### src/rtl/sm_add_pipe.sv
// Two-stage sign-magnitude adder with valid/ready handshakes on both sides.
// Stage 1 holds the 34-bit two's-complement sum, stage 2 the sign-magnitude result.
module sm_add_pipe #(
  parameter int CNT_W = 16
) (
  input  logic             clk,
  input  logic             rst,
  input  logic             in_valid,
  output logic             in_ready,
  input  logic [31:0]      A_out,
  input  logic [31:0]      B_out,
  input  logic [1:0]       c,
  output logic             out_valid,
  input  logic             out_ready,
  output logic [32:0]      R,
  output logic             ovf,
  output logic             ovf_sticky,
  input  logic             ovf_clr,
  output logic [CNT_W-1:0] op_cnt
);

  logic        s1_valid;
  logic [33:0] s1_sum;
  logic        s2_load;
  logic        out_xfer;
  logic [33:0] ext_a, ext_b, op_a, op_b;
  logic        sum_neg;
  logic [32:0] mag;

  assign ext_a = {2'b00, A_out};
  assign ext_b = {2'b00, B_out};
  assign op_a  = c[1] ? (34'd0 - ext_a) : ext_a;
  assign op_b  = c[0] ? (34'd0 - ext_b) : ext_b;

  // Stage 2 frees up whenever it is empty or being drained this cycle.
  assign s2_load  = !out_valid || out_ready;
  assign in_ready = !s1_valid || s2_load;
  assign out_xfer = out_valid && out_ready;

  // The sum spans +/-(2^33-2), so the low 33 bits negate cleanly.
  assign sum_neg = s1_sum[33];
  assign mag     = sum_neg ? (33'd0 - s1_sum[32:0]) : s1_sum[32:0];

  always_ff @(posedge clk or posedge rst) begin
    if (rst) begin
      s1_valid   <= 1'b0;
      s1_sum     <= '0;
      out_valid  <= 1'b0;
      R          <= '0;
      ovf        <= 1'b0;
      ovf_sticky <= 1'b0;
      op_cnt     <= '0;
    end else begin
      if (in_ready) begin
        s1_valid <= in_valid;
        if (in_valid) s1_sum <= op_a + op_b;
      end
      if (s2_load) begin
        out_valid <= s1_valid;
        if (s1_valid) begin
          R   <= {sum_neg & (mag != 33'd0), mag[31:0]};
          ovf <= mag[32];
        end
      end
      if (out_xfer) op_cnt <= op_cnt + CNT_W'(1);
      // A delivered overflow outranks a simultaneous clear.
      if (out_xfer && ovf)  ovf_sticky <= 1'b1;
      else if (ovf_clr)     ovf_sticky <= 1'b0;
    end
  end

endmodule

### config.mk
export PLATFORM = sky130hd
export DESIGN_NAME = sm_add_pipe
export DESIGN_NICKNAME = d
export VERILOG_FILES = /design/src/rtl/sm_add_pipe.sv
export SDC_FILE = /design/constraint.sdc
export NUM_CORES = 1
export LEC_CHECK = 0
export CAP_MARGIN = 20
export CORE_UTILIZATION = 55
export CTS_CLUSTER_DIAMETER = 80
export CTS_CLUSTER_SIZE = 14
export DETAILED_ROUTE_END_ITERATION = 6
export GPL_ROUTABILITY_DRIVEN = 1
export GPL_TIMING_DRIVEN = 0
export PLACE_DENSITY = 0.93
export RECOVER_POWER = 25
export SLEW_MARGIN = 20
export SYNTH_ARGS = -nofsm -noshare
export SYNTH_HDL_FRONTEND = slang
export SYNTH_SLANG_ARGS = --single-unit
export TNS_END_PERCENT = 30
### constraint.sdc
create_clock -name clk -period 3.99 [get_ports clk]
set_input_delay 0.798 -clock clk [delete_from_list [all_inputs] [get_ports clk]]
set_output_delay 0.798 -clock clk [all_outputs]
set_load 0.05 [all_outputs]
* After elaboration in Yosys (flattened, before gate mapping) *
Cells that the tools add are included.

storage, ports and cells
  bits in registers = 87
  input port bits = 71
  output and inout port bits = 53
  logic and storage cells = 28

cells by class
  add/sub/neg operators = 5
  muxes and demuxes = 5
  bitwise gates (word level) = 1
  reductions and logical operators = 10

operator list
  cell                                                                 number
  34-bit two-way mux                                                   2
  1-bit by 32-bit subtractor with 33-bit output, first input constant  2
  34-bit adder                                                         1
  33-bit two-way mux                                                   1
  33-bit nonzero test                                                  1
  1-bit by 33-bit subtractor with 33-bit output, first input constant  1
  16-bit by 1-bit adder with 16-bit output, second input constant      1
  2-bit AND reduction                                                  2
  1-bit logical AND                                                    2
  1-bit logical NOT                                                    2
  1-bit logical OR                                                     2
  1-bit two-way mux                                                    2
  2-bit nonzero test                                                   1
  1-bit AND                                                            1

* Depth between registers and ports, before layout *
  depth in word-level cells = 4
  depth in mapped cells = 19
  gate-level depth less buffers = 19

* Worst setup path after synthesis *
No wires, ideal clock.

  path kind = input -> register
  start point = input port B_out[11]
  end point = register s1_sum[30]
  setup time = 0.125 ns
  arrival time = 4.720 ns
  data required time = 3.865 ns
  path slack = -0.855 ns
  stages = 17
  path buffers = 0
  cells stage by stage = or4_4 > or4_1 > or3_1 > or3_1 > or3_4 > o31ai_1 > xnor2_1 > ha_1 > a21o_1 > nand2_1 > nand2_1 > a21oi_1 > nor2b_1 > a21oi_1 > a311o_1 > o311ai_0 > mux2_2

between the ends
  longest elaborated chain between the ends = 3

RTL lines
  element                                        RTL line  text
  start, declared                                11        input logic [31:0] B_out,
  1-bit by 32-bit subtractor with 33-bit output  33        assign op_b = c[0] ? (34'd0 - ext_b) : ext_b;
  34-bit two-way mux (*)                         33
  34-bit adder (*)                               56        if (in_valid) s1_sum <= op_a + op_b;
  end signal, assigned                           56
  end, declared                                  23        logic [33:0] s1_sum;

Every way passes the cells marked *; elsewhere a longest branch is shown, timed or not.
A chain may end at the register's enable or synchronous reset.

* Final worst setup path *
Ends and elaborated chain as after synthesis.

==> out/results.txt <==
In the synthesized netlist, the number of instances is 871. Worst hold path endpoint: R[28]. The largest vdd supply drop was 271 uV; the count of cells along the worst hold path was 2. The final setup TNS is -9.00 ns, and the net count of the mapped netlist is 981. For the share of the core filled with cells, the log shows 75.5%. At the worst endpoint, the required time is 4.22 ns. In the layout the commonest cells are 125 x sky130_fd_sc_hd__nand2_1, 105 x sky130_fd_sc_hd__o21ai_0, 105 x sky130_fd_sc_hd__clkdlybuf4s50_1. On the final layout, the worst hold slack is 0.477 ns.

Counting along the longest clock path gives a buffer depth of 2. Once detail routing completed, the nets flagged for antenna violations numbered 0. The count of yosys warnings during synthesis was 0.

The tools report the startpoint kind of the worst setup timing path as a primary input. In the synthesized netlist the dominant register cell turns out to be sky130_fd_sc_hd__dfrtp_1. The count of input and output buffers was 123; the endpoint arrival time on the critical path was 5.08 ns.

After detailed routing, the number of vias per cell comes to 6.00. The number of max-cap violations came out at 1. The floorplan has 41 rows.

Dividing the detail-routed wire length by the instance count gives 17.0 um. The flow ran to the end, but the final reports show violations. The logs give 1,145 for the net total in the final layout and 9990 um for the met2 routed wirelength. The clock arrives with 0.00659 ns of skew. The via count of the first global-routing pass was 6,804; the total power divided by cell area was 557 mW/mm2. Type of the worst setup path: in -> reg. The netlist area before placement was 0.00718 mm2; the first-pass GRT wire length was 31,800 um. Worst hold path startpoint: R[28].

The share of async-settable or async-resettable flops after synthesis was 100%. The synthesized design contains 0 enable-type register cells. Detailed-route DRC error count: 0.

The die covers 0.0135 mm2. The total count of max-transition violations in the final report was 42; the register bit total from synthesis was 87. The synthesized design spends more area on one cell type than any other, namely sky130_fd_sc_hd__dfrtp_1. The worst reg2reg path endpoint was R[32].

Hold violation count in the final report: 0. Global routing finished with a remaining overflow of 0. The share of the Yosys chip area taken by registers is 30.3%. The startpoint of the worst-slack reg-to-reg timing path was s1_sum[0].

The largest net degree at the start of global routing is 48, and the initial DRC count is 585. In this run the register-to-register setup slack is 0.39 ns. The checks that failed: max-capacitance violations, max-slew violations, negative setup slack. The filler cells instantiated in the layout total 872. Tracing the worst setup path back leads to its startpoint at B_out[11]. Number of placed cells counting well taps: 1,167.

After synthesis, the netlist uses 66 different library cells. Relative to the synthesized area, the layout overhead comes to 33.3%. In the post-synthesis netlist, the biggest area contributors are sky130_fd_sc_hd__dfrtp_1 30%, sky130_fd_sc_hd__xnor2_1 11%, sky130_fd_sc_hd__o21ai_0 8.1%. Of the cells placed in the final design, the portion with a size suffix greater than 1 is 13.5%. Setup violations remaining at the end of the flow were counted as 19.

Top layer used by detailed routing: met4. The initial core utilization came out at 56.7%. TritonCTS built the clock tree. The final period utilization is 122%, and the area fraction of the dominant cell type after synthesis is 30.3%. Clock edge transition at the registers on the reported setup and hold paths: 0.06 ns. The logs give 8450 um for the met1 layer wirelength in the final routing and -15.0% for the worst slew margin relative to its limit. After synthesis, the mean cell area works out to 8.24 um2. The slack of the critical path was -0.863 ns. Clock tree synthesis found a total of 87 sinks. The horizontal die dimension is 116 um, and the number of buffers inserted during clock tree synthesis is 9.

For this run, the top clock speed supported by timing is 0.206 GHz. The weighted congestion reported at the end of routability-driven placement was 0.933; the overall die height was 116 um. Largest fanout on the critical path: 4. The run gives 0 as the number of antenna violations at the first check in global routing. The type of the tightest min-delay check is reg -> reg. The clock root buffer is sky130_fd_sc_hd__clkbuf_16. The logs give 14,500 um for the placed wire-length estimate after detailed placement and 3 for the CTS H-tree depth.

For the leakage power summed over all cells, the log shows 0.00389 uW. At the pin with the least slew margin, the transition time is 1.71 ns. Summed over all layers, the routed wires come to 20,700 um. The depth of the worst register-to-register path came out at 11. Subtracting the final worst setup slack from the clock period gives 4.85 ns. The pre-CTS worst setup slack is -1.65 ns, and the number of antenna diodes is 0.

Summed over all nets, wire length on met3 after detailed routing comes to 1410 um. The count of boundary I/O pins was 124. The detailed router placed 7,274 vias in this run. The finished layout holds 1,212 standard cells, fillers aside.

The library cell used most frequently in the layout, excluding fill and tap cells, is sky130_fd_sc_hd__nand2_1. Setup repair after global routing could not meet its margin everywhere. The worst setup path is captured at a register. The first detailed-routing pass took 6 iterations. The area of the core was 0.0127 mm2; the clock latency on the worst-skew pair was 0.34 ns.

For the aggregate global-route resource usage, the log shows 29.7%.
worst max-delay path: stages:
cell and delay (ns):
sky130_fd_sc_hd__buf_8 0.09, sky130_fd_sc_hd__or4_4 0.53, sky130_fd_sc_hd__or4_4 0.43, sky130_fd_sc_hd__or3_4 0.35, sky130_fd_sc_hd__or3_4 0.35, sky130_fd_sc_hd__or3_4 0.42
sky130_fd_sc_hd__o31ai_4 0.29, sky130_fd_sc_hd__xnor2_2 0.18, sky130_fd_sc_hd__ha_4 0.25, sky130_fd_sc_hd__a21o_1 0.20, sky130_fd_sc_hd__nand2_1 0.08, sky130_fd_sc_hd__nand2_1 0.07
sky130_fd_sc_hd__a21oi_2 0.16, sky130_fd_sc_hd__nor2b_1 0.09, sky130_fd_sc_hd__a21oi_2 0.18, sky130_fd_sc_hd__a311o_1 0.21, sky130_fd_sc_hd__o311ai_2 0.12, sky130_fd_sc_hd__mux2_4 0.28
sequential cells by signal, summed over array words and instances, names as in the netlist:
name	count
s1_sum	34
R	33
op_cnt	16
out_valid	1
ovf	1
ovf_sticky	1
s1_valid	1
synth_stat cells (12+ instances only):
master / instances
sky130_fd_sc_hd__xnor2_1: 89
sky130_fd_sc_hd__o41ai_1: 12
sky130_fd_sc_hd__nand3_1: 22
sky130_fd_sc_hd__inv_1: 25
sky130_fd_sc_hd__xor2_1: 41
sky130_fd_sc_hd__or3_1: 21
sky130_fd_sc_hd__clkbuf_1: 35
sky130_fd_sc_hd__dfrtp_1: 87
sky130_fd_sc_hd__nand2_1: 131
sky130_fd_sc_hd__o21ai_0: 116
sky130_fd_sc_hd__a21oi_1: 35
sky130_fd_sc_hd__nand2b_1: 16
sky130_fd_sc_hd__nor2_1: 29
sky130_fd_sc_hd__ha_1: 38
sky130_fd_sc_hd__o31ai_1: 22
metrics by stage:
| stage | power [uW] | instance area [um2] |
|---|---|---|
| final | 5330 | 9570 |
| after global routing | 5630 | 9570 |
| after CTS | 5210 | 9330 |
| after detailed placement | 4140 | 8680 |
| after global placement | 4040 | 8660 |
| after floorplan | 3290 | 7210 |
kinds of logic after synthesis:
family                     share of synthesized area (%)
xor gates and xnor gates                            15.9
adders and majority gates                           6.90
AOI/OAI and AO/OA                                   21.3
and+or+nand+nor                                     20.6
muxes                                               1.03
DFF                                                 30.3
buffers and inverters                               3.92
power by group:
part	internal (uW)	switching [uW]
logic	1100	1780
clock network	633	344
registers	1190	280
final cells by class:
cell class                      instances  area [um2]  share of cell area (%)
Tap cell                              172         215                    2.25
Sequential cell                        87        2180                    22.7
Multi-Input combinational cell        716        5090                    53.2
Timing Repair Buffer                  154        1450                    15.1
Clock inverter                          6         115                    1.20
Inverter                               25        95.1                   0.993
Buffer                                 42         190                    1.99
Clock buffer                           10         239                    2.50
repair_timing:
action,in CTS,in global routing
pin swaps,35,34
hold buffers,0,0
resized for setup,71,57
setup endpoints to repair,19,23
buffers inserted,21,9
worst max-delay path by stage:
stage / to / slack, ns / depth (start not counted)
floorplan: s1_sum[30] / -0.76 / 17
global placement: s1_sum[30] / -1.53 / 18
detailed placement: s1_sum[30] / -1.65 / 18
CTS: s1_sum[27] / -0.69 / 18
global route: s1_sum[30] / -0.93 / 17
finish: s1_sum[30] / -0.86 / 18
layer usage:
metal | vias up | GRT usage, %
met2 | 419 | 51.0
met5 | - | 0
met3 | 85 | 4.26
li1 | 3451 | -
met1 | 3319 | 36.6
met4 | 0 | 14.9
Note: power is estimated with default switching activity, not from simulation.
==> RTL change (same flow settings) <==
Register the output `op_cnt` once more, with the module's reset; this adds one clock of latency there. The other outputs are not delayed to match.
--- a/src/rtl/sm_add_pipe.sv
+++ b/src/rtl/sm_add_pipe.sv
@@ -20,2 +20,4 @@
 );
+
+  logic [CNT_W-1:0] op_cnt_s0;
 
@@ -51,3 +53,3 @@
       ovf_sticky <= 1'b0;
-      op_cnt     <= '0;
+      op_cnt_s0  <= '0;
     end else begin
@@ -64,3 +66,3 @@
       end
-      if (out_xfer) op_cnt <= op_cnt + CNT_W'(1);
+      if (out_xfer) op_cnt_s0 <= op_cnt_s0 + CNT_W'(1);
       // A delivered overflow outranks a simultaneous clear.
@@ -71,2 +73,10 @@
 
+  always_ff @(posedge clk or posedge rst) begin
+    if (rst) begin
+      op_cnt <= '0;
+    end else begin
+      op_cnt <= op_cnt_s0;
+    end
+  end
+
 endmodule
Formal check against the unedited RTL: not equivalent (Yosys sat finds a counterexample within 4 cycles, from zero or initial values and one cycle with rst high).
==> RTL change against the unedited design <==
- the flow still finishes with violations (max-capacitance violations, max-slew violations, negative setup slack)
- register-to-register slack got worse by 150 ps
- final cell count increased by 7.1%
- synthesized area is 8.3% higher
- sequential cell count rose by 16
- final area rose by 9.9%
- via count is 8.3% higher
- wire length rose by 14%
- setup slack better by 410 ps
- total power increased by 4.6%
- count of clock-buffer cells in the layout unchanged
==> RTL change: results (changes against the unedited design) <==
| Metric | Value |
|---|---|
| Outcome | finished with violations |
| Failing checks | max-capacitance violations, max-slew violations, negative setup slack |
| MaxCap Viol Count | 1 (unchanged) |
| Flop2flop setup slack | 240 ps (-150 ps) |
| Pre-CTS setup slack | -1360 ps (+288 ps) |
| Sequential-to-total area share from yosys stat | 33.2% (+2.8 points) |
| Hold Crit Start | op_cnt_s0[10] |
| Total Wirelength | 23500 um (+14%) |
| Routed vias | 7880 (+8.3%) |
| Asr flop ratio synth | 100% (unchanged) |
| DP HPWL | 15800 um (+9.0%) |
| Number of CTS-inserted buffers | 9 (unchanged) |
| Syn Nets | 1035 (+5.5%) |
| Top Registers | s1_sum: 34 flops, R: 33 flops |
| Layout cell share with drive strength beyond 1 | 18.7% (+5.2 points) |
| Pre-antenna DRT Iters | 5 (-1) |
| Wirelength per Cell | 18.1 um (+6.4%) |
| Setup TNS | -3390 ps (+5600 ps) |
| Max incr delay on CP | 530 ps (about the same) |
| Max-slew violations | 78 (+86%) |
| Leak pwr | 4.36 nW (+12%) |
| Synthesis Warnings | 0 (unchanged) |
| Xor/xnor share of the synthesized area | 14.9% (-0.99 points) |
| Cell depth of the worst hold path | 0 (-2) |
| Clk buf depth | 2 (unchanged) |
| Starting DRT DRC Count | 642 (+9.7%) |
| Synth Area in Compound Gates | 21.2% (-0.16 points) |
| Max FO, Critical Path | 4 (unchanged) |
| # setup viols final | 14 (-5) |
| Hold EP | op_cnt[10] |
| GRT Util Overall | 30.8% (+1.1 points) |
| Largest net degree at the start of global routing | 78 (+63%) |
| Clk_skew | 7.88 ps (+1.28 ps) |
| Placed cell areas | 0.00937 sq mm (+7.9%) |
| Filler Cells Inserted | 935 (+7.2%) |
| Top post-synthesis cells by count | 123 x nand2_1, 122 x o21ai_0, 103 x dfrtp_1 |
| Post-synthesis adder-cell area fraction | 6.38% (-0.53 points) |
| First-pass GRT wire length | 35600 um (+12%) |
| Fin worst setup slack | -458 ps (+405 ps) |
| Number of global-route vias before repair | 7281 (+7.0%) |
| GP Congestion | 0.915 (-1.9%) |
| Inst Count DP | 1229 (+5.3%) |
| Syn_area_per_cell | 8.40 sq um (+1.9%) |
| Peak VDD IR | 0.000278 V (+2.7%) |
| Crit. Startpoint | A_out[11] |
| H-tree levels | 3 (unchanged) |
| Relative slew margins | -20.2% (-5.2 points) |
| Area contributors post-synth | dfrtp_1 33%, xnor2_1 10%, o21ai_0 7.9% |
| Post-synthesis mux area share | 0.934% (-0.095 points) |
| Worst R2R Start | s1_sum[6] |
-- RTL change: cell types whose count changed after synthesis, sizes merged, moves of 4 or more --
cell    delta
nand4      -4
a32o       +4
clkbuf     +4
dfrtp     +16
o31ai      +7
o21ai      +8
nor3       +5
nand2      -8
and3       -6
a21oi      +4
or4        +9
nand2b     +7
-- RTL change: critical path: cells and delay by family --
family          cells  cell delay [ps]
compound gates      6             1140
xor+xnor            1              180
buf+inv             3              350
fa+ha+maj           1              350
simple gates        6             1880
-- RTL change: cell type report --
| class | count | area [sq um] | area share (%) |
|---|---|---|---|
| well taps | 180 | 225 | 2.14 |
| multi-input cells | 746 | 5500 | 52.3 |
| clock buffers | 10 | 229 | 2.18 |
| inverters | 28 | 106 | 1.01 |
| repair buffers | 181 | 1650 | 15.7 |
| plain buffers | 44 | 184 | 1.75 |
| flip-flops and latches | 103 | 2580 | 24.5 |
| clock inverters | 6 | 50.0 | 0.476 |
-- RTL change: worst max path at each step --
| stage | endpoint | slack, ps | cells after the start |
|---|---|---|---|
| 5_1_grt | s1_sum[32] | -530 | 17 |
| 4_1_cts | s1_sum[33] | -390 | 18 |
| 3_3_place_gp | s1_sum[33] | -1370 | 18 |
| 2_1_floorplan | s1_sum[33] | -450 | 17 |
| 6_report | s1_sum[33] | -460 | 17 |
| 3_5_place_dp | s1_sum[33] | -1360 | 18 |
-- RTL change: stage by stage --
stage	util (%)	hold slack (ps)
2_1_floorplan	-	354
3_3_place_gp	67.5	359
3_5_place_dp	67.7	361
4_1_cts	74.5	377
5_1_grt	76.1	394
6_report	76.1	376
-- RTL change: cell families after synthesis --
kind of cell               Yosys count
AOI/OAI and AO/OA                  265
xor gates and xnor gates           132
adders and majority gates           39
buffers and inverters               76
DFF                                103
muxes                                7
and+or+nand+nor                    303
-- RTL change: power by group --
group | internal, W | total [W] | leakage, nW | switching, W
Sequential | 0.00138 | 0.00168 | 1.29 | 0.000297
Clock | 0.000432 | 0.000832 | 0.131 | 0.000400
Combinational | 0.00117 | 0.00306 | 2.95 | 0.00189
Total | 0.00299 | 0.00557 | 4.36 | 0.00259
-- RTL change: timing repair --
action                                  4_1_cts  5_1_grt
pin swaps                                    64       44
endpoints found under the setup margin       19       20
resized for setup                           140       49
setup buffers                                44       15
-- RTL change: layer usage --
layer  track usage, %  vias up  routed length, um
met4             15.7        0               1010
met3             3.43       81               1340
met2             52.6      398              11700
li1                 -     3706                  -
met1             38.6     3695               9530
met5                0        -                  0
